`src/rtl/serial_pattern_detector_pkg.sv`:
```
// Shared constants and types for the serial pattern detector.
// Defaults describe the 4-bit 1011 detector with an 8-bit match count.
package pattern_pkg;

  localparam int         DEF_PAT_LEN = 4;
  localparam logic [3:0] DEF_PATTERN = 4'b1011;
  localparam int         DEF_CNT_W   = 8;

  typedef enum logic [1:0] {
    ST_EMPTY,
    ST_FILLING,
    ST_ARMED
  } fill_st_t;

  function automatic int fill_w(input int n);
    return $clog2(n + 1);
  endfunction

endpackage

```
`src/rtl/serial_pattern_detector_if.sv`:
```
// Serial bit stream in, match pulse / armed flag / match count out.
// The master drives bits and soft clear; the slave is the detector.
interface serial_pattern_detector_if #(
  parameter int CNT_W = 8
);

  logic             inp;
  logic             in_valid;
  logic             clr;
  logic             match;
  logic             armed;
  logic [CNT_W-1:0] match_count;

  modport master (
    output inp,
    output in_valid,
    output clr,
    input  match,
    input  armed,
    input  match_count
  );

  modport slave (
    input  inp,
    input  in_valid,
    input  clr,
    output match,
    output armed,
    output match_count
  );

endinterface

```
`src/rtl/serial_pattern_detector_sat_counter.sv`:
```
// Up-counter that sticks at all-ones; cleared by reset or clr.
// Reset and clr are both synchronous.
module sat_counter #(
  parameter int W = 8
) (
  input  logic         clk,
  input  logic         rst_n,
  input  logic         clr,
  input  logic         inc,
  output logic [W-1:0] q
);

  always_ff @(posedge clk) begin
    if (!rst_n) begin
      q <= '0;
    end else if (clr) begin
      q <= '0;
    end else if (inc && (q != '1)) begin
      q <= q + W'(1);
    end
  end

endmodule

```
`src/rtl/serial_pattern_detector.sv`:
```
// Serial pattern detector: shift history plus fill level, registered
// one-cycle match pulse and saturating match count.
module serial_pattern_detector
  import pattern_pkg::*;
#(
  parameter int                 PAT_LEN = DEF_PAT_LEN,
  parameter logic [PAT_LEN-1:0] PATTERN = DEF_PATTERN,
  parameter bit                 OVERLAP = 1'b1,
  parameter int                 CNT_W   = DEF_CNT_W
) (
  input  logic                       clk,
  input  logic                       rst_n,
  serial_pattern_detector_if.slave   bus
);

  localparam int FW = fill_w(PAT_LEN);

  logic [PAT_LEN-2:0] hist;
  logic [FW-1:0]      fill;
  logic [FW-1:0]      fill_next;
  logic [PAT_LEN-1:0] shifted;
  logic               hit;
  fill_st_t           st_next;

  assign shifted = {hist, bus.inp};

  // hist bits beyond the fill level are stale, so fill gates the compare
  assign hit = bus.in_valid
             & (fill >= FW'(PAT_LEN - 1))
             & (shifted == PATTERN);

  always_comb begin
    fill_next = fill;
    if (bus.in_valid) begin
      if (hit && !OVERLAP) begin
        fill_next = '0;
      end else if (fill != FW'(PAT_LEN)) begin
        fill_next = fill + FW'(1);
      end
    end
  end

  always_comb begin
    st_next = ST_FILLING;
    if (fill_next == FW'(PAT_LEN)) begin
      st_next = ST_ARMED;
    end else if (fill_next == '0) begin
      st_next = ST_EMPTY;
    end
  end

  always_ff @(posedge clk) begin
    if (!rst_n || bus.clr) begin
      hist      <= '0;
      fill      <= '0;
      bus.match <= 1'b0;
      bus.armed <= 1'b0;
    end else begin
      bus.match <= hit;
      bus.armed <= (st_next == ST_ARMED);
      fill      <= fill_next;
      if (bus.in_valid) begin
        hist <= shifted[PAT_LEN-2:0];
      end
    end
  end

  sat_counter #(
    .W (CNT_W)
  ) u_cnt (
    .clk   (clk),
    .rst_n (rst_n),
    .clr   (bus.clr),
    .inc   (hit),
    .q     (bus.match_count)
  );

endmodule
```
`src/flat_wrapper.sv`:
```
// flat-port wrapper written by rule: the top's interface ports become plain ports
module serial_pattern_detector_flat import pattern_pkg::*;
#(
  parameter int                 PAT_LEN = DEF_PAT_LEN,
  parameter logic [PAT_LEN-1:0] PATTERN = DEF_PATTERN,
  parameter bit                 OVERLAP = 1'b1,
  parameter int                 CNT_W   = DEF_CNT_W
)
  (clk, rst_n, bus_inp, bus_in_valid, bus_clr, bus_match, bus_armed, bus_match_count);
  serial_pattern_detector_if #(.CNT_W(CNT_W)) bus_i ();
  input  logic clk;
  input  logic rst_n;
  input wire logic [$bits(bus_i.inp)-1:0] bus_inp;
  input wire logic [$bits(bus_i.in_valid)-1:0] bus_in_valid;
  input wire logic [$bits(bus_i.clr)-1:0] bus_clr;
  output wire logic [$bits(bus_i.match)-1:0] bus_match;
  output wire logic [$bits(bus_i.armed)-1:0] bus_armed;
  output wire logic [$bits(bus_i.match_count)-1:0] bus_match_count;
  assign bus_i.inp = bus_inp;
  assign bus_i.in_valid = bus_in_valid;
  assign bus_i.clr = bus_clr;
  assign bus_match = bus_i.match;
  assign bus_armed = bus_i.armed;
  assign bus_match_count = bus_i.match_count;
  serial_pattern_detector #(.PAT_LEN(PAT_LEN), .PATTERN(PATTERN), .OVERLAP(OVERLAP), .CNT_W(CNT_W)) u_core (.clk(clk), .rst_n(rst_n), .bus(bus_i));
endmodule
```
`config.mk`:
```
export PLATFORM = sky130hd
export DESIGN_NAME = serial_pattern_detector_flat
export DESIGN_NICKNAME = d
export VERILOG_FILES = /design/src/rtl/serial_pattern_detector_pkg.sv /design/src/rtl/serial_pattern_detector_if.sv /design/src/rtl/serial_pattern_detector_sat_counter.sv /design/src/rtl/serial_pattern_detector.sv /design/src/flat_wrapper.sv
export SDC_FILE = /design/constraint.sdc
export NUM_CORES = 1
export LEC_CHECK = 0
export ABC_AREA = 0
export BUFFER_PORTS_ARGS = -buffer_cell sky130_fd_sc_hd__buf_2
export CORE_UTILIZATION = 51
export CTS_CLUSTER_SIZE = 20
export DETAILED_ROUTE_END_ITERATION = 16
export GPL_ROUTABILITY_DRIVEN = 0
export PLACE_DENSITY = 0.76
export SYNTH_ARGS = -nofsm -noshare
export SYNTH_HDL_FRONTEND = slang
export SYNTH_SLANG_ARGS = --single-unit
```
`constraint.sdc`:
```
create_clock -name clk -period 2.59 [get_ports clk]
set_input_delay 0.3885 -clock clk [delete_from_list [all_inputs] [get_ports clk]]
set_output_delay 0.3885 -clock clk [all_outputs]
set_load 0.03 [all_outputs]
```
==> results of run 1 <==
==> final cells by class <==
cell class | count | area share, %
timing repair buffer | 14 | 8.06
sequential | 16 | 36.8
multi-input combinational | 62 | 45.8
tap | 15 | 2.16
clock buffer | 4 | 4.17
inverter | 7 | 3.02
==> critical path, cell delays in order (launching register included) <==
cell	delay (ps)
dfxtp_1	430
ha_1	190
ha_1	140
a211oi_1	50
or4_1	650
or4_1	580
a21oi_1	150
==> worst max-delay path by stage <==
stage	slack, ps	end	depth (start not counted)
3_5_place_dp	370	u_core.u_cnt.q[5]	6
4_1_cts	340	u_core.u_cnt.q[5]	6
2_1_floorplan	660	u_core.u_cnt.q[5]	7
5_1_grt	190	u_core.u_cnt.q[7]	6
3_3_place_gp	460	u_core.u_cnt.q[7]	6
6_report	320	u_core.u_cnt.q[5]	6
==> through the flow <==
step	utilization, %	std cells	hold WS (ps)	instance area (sq um)
floorplan	-	88	444	757
global placement	62.5	114	471	833
detailed placement	62.5	114	470	833
CTS	65.2	118	352	870
global route	65.2	118	364	870
finish	65.2	118	350	870
==> synthesized netlist by cell type, types with 3 or more instances <==
master	n	area, sq um
dfxtp_1	16	320
a21oi_1	7	35.0
inv_1	7	26.3
nand2_1	7	26.3
nor2_1	7	26.3
ha_1	4	50.1
or4_1	4	30.0
mux2i_1	3	30.0
nand3_1	3	15.0
o21ai_0	3	15.0
o31ai_1	3	22.5
==> sequential cells by signal, summed over array words and instances, names as in the netlist <==
signal and cells:
u_core.u_cnt.q 8, u_core.hist 3, u_core.bus.armed 1, u_core.bus.match 1, u_core.fill 3
==> cell families (layout without fill, tap and decap cells) <==
logic type                 after synthesis  count (layout)  share of synthesized area (%)
xor gates and xnor gates                 1               1                           1.16
muxes                                    3               3                           3.97
AOI/OAI and AO/OA                       23              23                           19.8
and+or+nand+nor                         31              31                           21.0
buffers and inverters                   10              25                           5.12
DFF                                     16              16                           42.3
adders and majority gates                4               4                           6.61
==> cell usage in the layout, fill, tap and decap left out, types with 3 or more instances in the layout <==
cell type	instances
dfxtp_1	16
buf_2	14
inv_1	7
nand2_1	7
nor2_1	7
a21oi_1	7
or4_1	4
ha_1	4
nand3_1	3
o21ai_0	3
mux2i_1	3
o31ai_1	3
clkbuf_4	3
==> layer usage <==
layer | vias to the layer above | track usage (%) | wire (microns) | part of all wire, %
li1 | 345 | - | - | -
met1 | 325 | 23.7 | 656 | 46
met2 | 22 | 36.5 | 695 | 49
met3 | 2 | 5.00 | 66 | 4.6
met4 | 0 | 10.0 | 14 | 0.98
met5 | - | 0 | 0 | 0
==> power by group through the flow <==
stage | clock, mW | combinational, mW | sequential, mW
6_report | 0.163 | 0.0220 | 0.250
2_1_floorplan | 0 | 0.0143 | 0.255
4_1_cts | 0.167 | 0.0220 | 0.250
3_5_place_dp | 0 | 0.0219 | 0.255
3_3_place_gp | 0 | 0.0214 | 0.255
5_1_grt | 0.177 | 0.0246 | 0.250
==> impl_metrics.toml, run 1 <==
[timing]
tns_ps = 0
rsz0062_at_grt = "no"
final.min_clock_period_ps = 2270
fin_skew_ps = 7.63
clock.fmax_ghz = 0.441
period_share_pct = 87.5
slew_viol_final = 0
setup_slack_ps = 325
tightestPinTransition_ps = 556
slew-limit-headroom_pct = 62.6
setup_violations = 0
finalHoldViolCount = 0

[clocking]
clk-insertion-delay-late_ps = 280
cts-root-buf = "clkbuf_4"
htree_levels = 1
clk_path_buf_depth = 2
cts-buffers-inserted = 3
numClockSinks = 16
path_clk_slew_ps = 100
cts_tree = "done"
cts_setup_buffers = 0
cts_resized = 0
holdBufCountCts = 0

[detailed_routing]
vias = 694
dr.pass1.iters = 4
first_iter_violations = 8
drc = 0
drtAntennaViolNets = 0
wire_per_inst_microns = 12.1
vias_per_cell = 5.88
routed_wl_microns = 1430

[critical_path]
r2r_end = "u_core.u_cnt.q[5]"
crit_fanout = 16
critical_path.startpoint = "u_core.fill[0]"
timing.rr.start = "u_core.fill[0]"
arrival_ps = 2470
crit_type = "reg2reg"
crit_required_ps = 2790
start_kind = "register"
worst_setup_path_end_kind = "register"
rr_worst_depth = 6
r2r_slack_ps = 320

[global_route]
grtUsageTotal_pct = 21.0
overflow = 0
grt_pass1_vias = 544
antenna_found_initial = 0
grt_max_degree = 17
grt_first_pass_wirelength_microns = 2220

[floorplanning]
die_area_sq_mm = 0.00164
fp.dieH_microns = 40.5
num_rows = 13
initial_core_util_pct = 56.8
die_w_microns = 40.5
num_io_pins = 15
coreArea_sq_mm = 0.00133

[yosys]
synthDistinctLibCells = 30
postSynthCellCount = 88
synth-seq-cells = 16
synthFlopType = "dfxtp_1"
netlist_area_sq_um = 757
synthesis.area_per_instance_sq_um = 8.60
yosysSeqAreaShare_pct = 42.3
syn_nets = 97
yosys_warnings = 0
synthArstFlopShare_pct = 0
synth_edf_count = 0

[finish]
multiInputGateArea_sq_um = 398
n_antenna_cell = 0
drive_above_1_share_pct = 18.4
area_delta_synth_final_pct = 14.9
nFillCells = 118
final-seq-area_sq_um = 320
fin_nets = 113

[hold_path]
whs_endpoint = "u_core.hist[0]"
hold_path.class = "in2reg"
hold_depth = 3
hp-start = "bus_inp"

[power_and_ir_drop]
p_per_area_mw_per_mm2 = 500
seqPwrFrac_pct = 57.4
p_sw_share_pct = 21.4
internal_power_uw = 342
power.share.combinational_pct = 5.0
p_total_uw = 435
p_clk_share_pct = 37.5
p_leak_nw = 0.337
power.switching_uw = 92.9
ir_worst_vdd_uv = 344

[flow_run]
maxCapViolCount = 0

[place]
portBuffers = 14
place_ws_ps = 366
dp_hpwl_microns = 1050

[status]
status = "completed"
Power figures use the tool's default switching activity.
==> run 2, diff against run 1 <==
Settings changed: BUFFER_PORTS_ARGS -buffer_cell sky130_fd_sc_hd__buf_2 to -buffer_cell sky130_fd_sc_hd__buf_4.
==> impl_metrics.toml, run 2 (synthesized netlist as in run 1, its figures left out) <==
[finish]
layout_commonest_cell = "dfxtp_1"
final_cell_mix = "16 x dfxtp_1, 14 x buf_4"
area_delta_synth_final_pct = 17.7
largest_reg_flops = 8
nFillCells = 119
fin_cells = 117
largestRegisters = "u_core.u_cnt.q: 8 flops, u_core.fill: 3 flops, u_core.hist: 3 flops"
fin_nets = 113
n_antenna_cell = 0
final-seq-area_sq_um = 320
largest-register = "u_core.u_cnt.q"
drive_above_1_share_pct = 17.6
multiInputGateArea_sq_um = 398

[power_and_ir_drop]
p_total_uw = 399
p_leak_nw = 0.332
p_per_area_mw_per_mm2 = 448
ir_worst_vdd_uv = 294

[timing]
clock.fmax_ghz = 0.437
fin_skew_ps = 10.4
slew-limit-headroom_pct = 62.6
finalHoldViolCount = 0
tightestPinTransition_ps = 556
rsz0062_at_grt = "no"
setup_violations = 0
tns_ps = 0
final.min_clock_period_ps = 2290
period_share_pct = 88.4
slew_viol_final = 0

[critical_path]
rr_worst_depth = 6
crit_chain = "ha_1, ha_1, a211oi_1, or4_1, or4_1, a21oi_1"
r2r_end = "u_core.u_cnt.q[5]"
worst_setup_path_end_kind = "register"
critical_path.startpoint = "u_core.fill[0]"
start_kind = "register"
timing.rr.start = "u_core.fill[0]"
crit_type = "reg2reg"
cp_top_family = "simple AND/OR/NAND/NOR gates"
r2r_slack_ps = 300
path_buf_inv = 0
cp-endpoint = "u_core.u_cnt.q[5]"
crit_cells = 6
max_stage_delay_ps = 660
crit_required_ps = 2790
arrival_ps = 2490
crit_fanout = 16
crit_slowest_cell = "or4_1"

[place]
dp.cells = 114
dp_hpwl_microns = 1100
portBuffers = 14

[global_route]
grt_pass1_vias = 562
grtUsageTotal_pct = 20.6
overflow = 0
antenna_found_initial = 0
grt_first_pass_wirelength_microns = 2230
grt_max_degree = 17

[detailed_routing]
drc = 0
first_iter_violations = 15
vias_per_cell = 5.83
wire_per_inst_microns = 12.5
vias = 682
drtAntennaViolNets = 0
dr.pass1.iters = 4
routed_wl_microns = 1470

[flow_run]
maxCapViolCount = 0

[status]
status = "completed"

[floorplanning]
die_w_microns = 40.5
die_area_sq_mm = 0.00164
fp.dieH_microns = 40.5
initial_core_util_pct = 56.8
num_rows = 13
coreArea_sq_mm = 0.00133
num_io_pins = 15

[hold_path]
hold_path.class = "in2reg"

[clocking]
clk_path_buf_depth = 2
path_clk_slew_ps = 90
cts_tree = "done"
cts_setup_buffers = 0
cts-buffers-inserted = 3
numClockSinks = 16
clk-insertion-delay-late_ps = 280
holdBufCountCts = 0
htree_levels = 1
cts-root-buf = "clkbuf_4"
cts_resized = 0
run 2: cell count changes in the layout (fill, tap and decap cells not counted), sizes merged:
cell and delta:
clkbuf -1
run 2: area by class of cell:
type	instances	area share, %
clock buffer	3	2.53
timing repair buffer	14	11.8
sequential	16	36.0
tap	15	2.11
inverter	7	2.95
multi-input combinational	62	44.7
run 2: worst register-to-register path, delay by kind of cell, from the launching register on:
kind | cells | cell delay [ps]
and+or+nand+nor | 2 | 1240
adders and majority gates | 2 | 330
AOI/OAI and AO/OA | 2 | 200
DFF | 1 | 440
run 2: worst min-delay path by stage:
stage | start | end | slack, ps | cells past startpoint
2_1_floorplan | u_core.hist[1] | u_core.hist[1] | 440 | 2
3_3_place_gp | u_core.hist[1] | u_core.hist[1] | 460 | 2
3_5_place_dp | u_core.hist[1] | u_core.hist[1] | 480 | 2
4_1_cts | bus_inp | u_core.hist[0] | 350 | 3
5_1_grt | bus_inp | u_core.hist[0] | 370 | 3
6_report | bus_inp | u_core.hist[0] | 350 | 3
run 2: power by group:
part | internal, mW | switching [mW]
combinational | 0.0106 | 0.0128
sequential | 0.248 | 0.00216
clock | 0.0539 | 0.0725
total | 0.312 | 0.0875
run 2: through the flow:
stage          setup slack (ps)  instance area, sq um  util (%)  hold slack [ps]
2_1_floorplan               660                   757         -              444
6_report                    302                   891      66.8              346
3_3_place_gp                466                   868      65.1              464
5_1_grt                     152                   891      66.8              367
4_1_cts                     323                   891      66.8              349
3_5_place_dp                344                   868      65.1              476
run 2: metal layers:
layer	part of all wire [%]	track usage [%]
met1	45	22.6
met2	50	36.5
met3	2.8	5.00
met4	1.7	10.0
met5	0	0
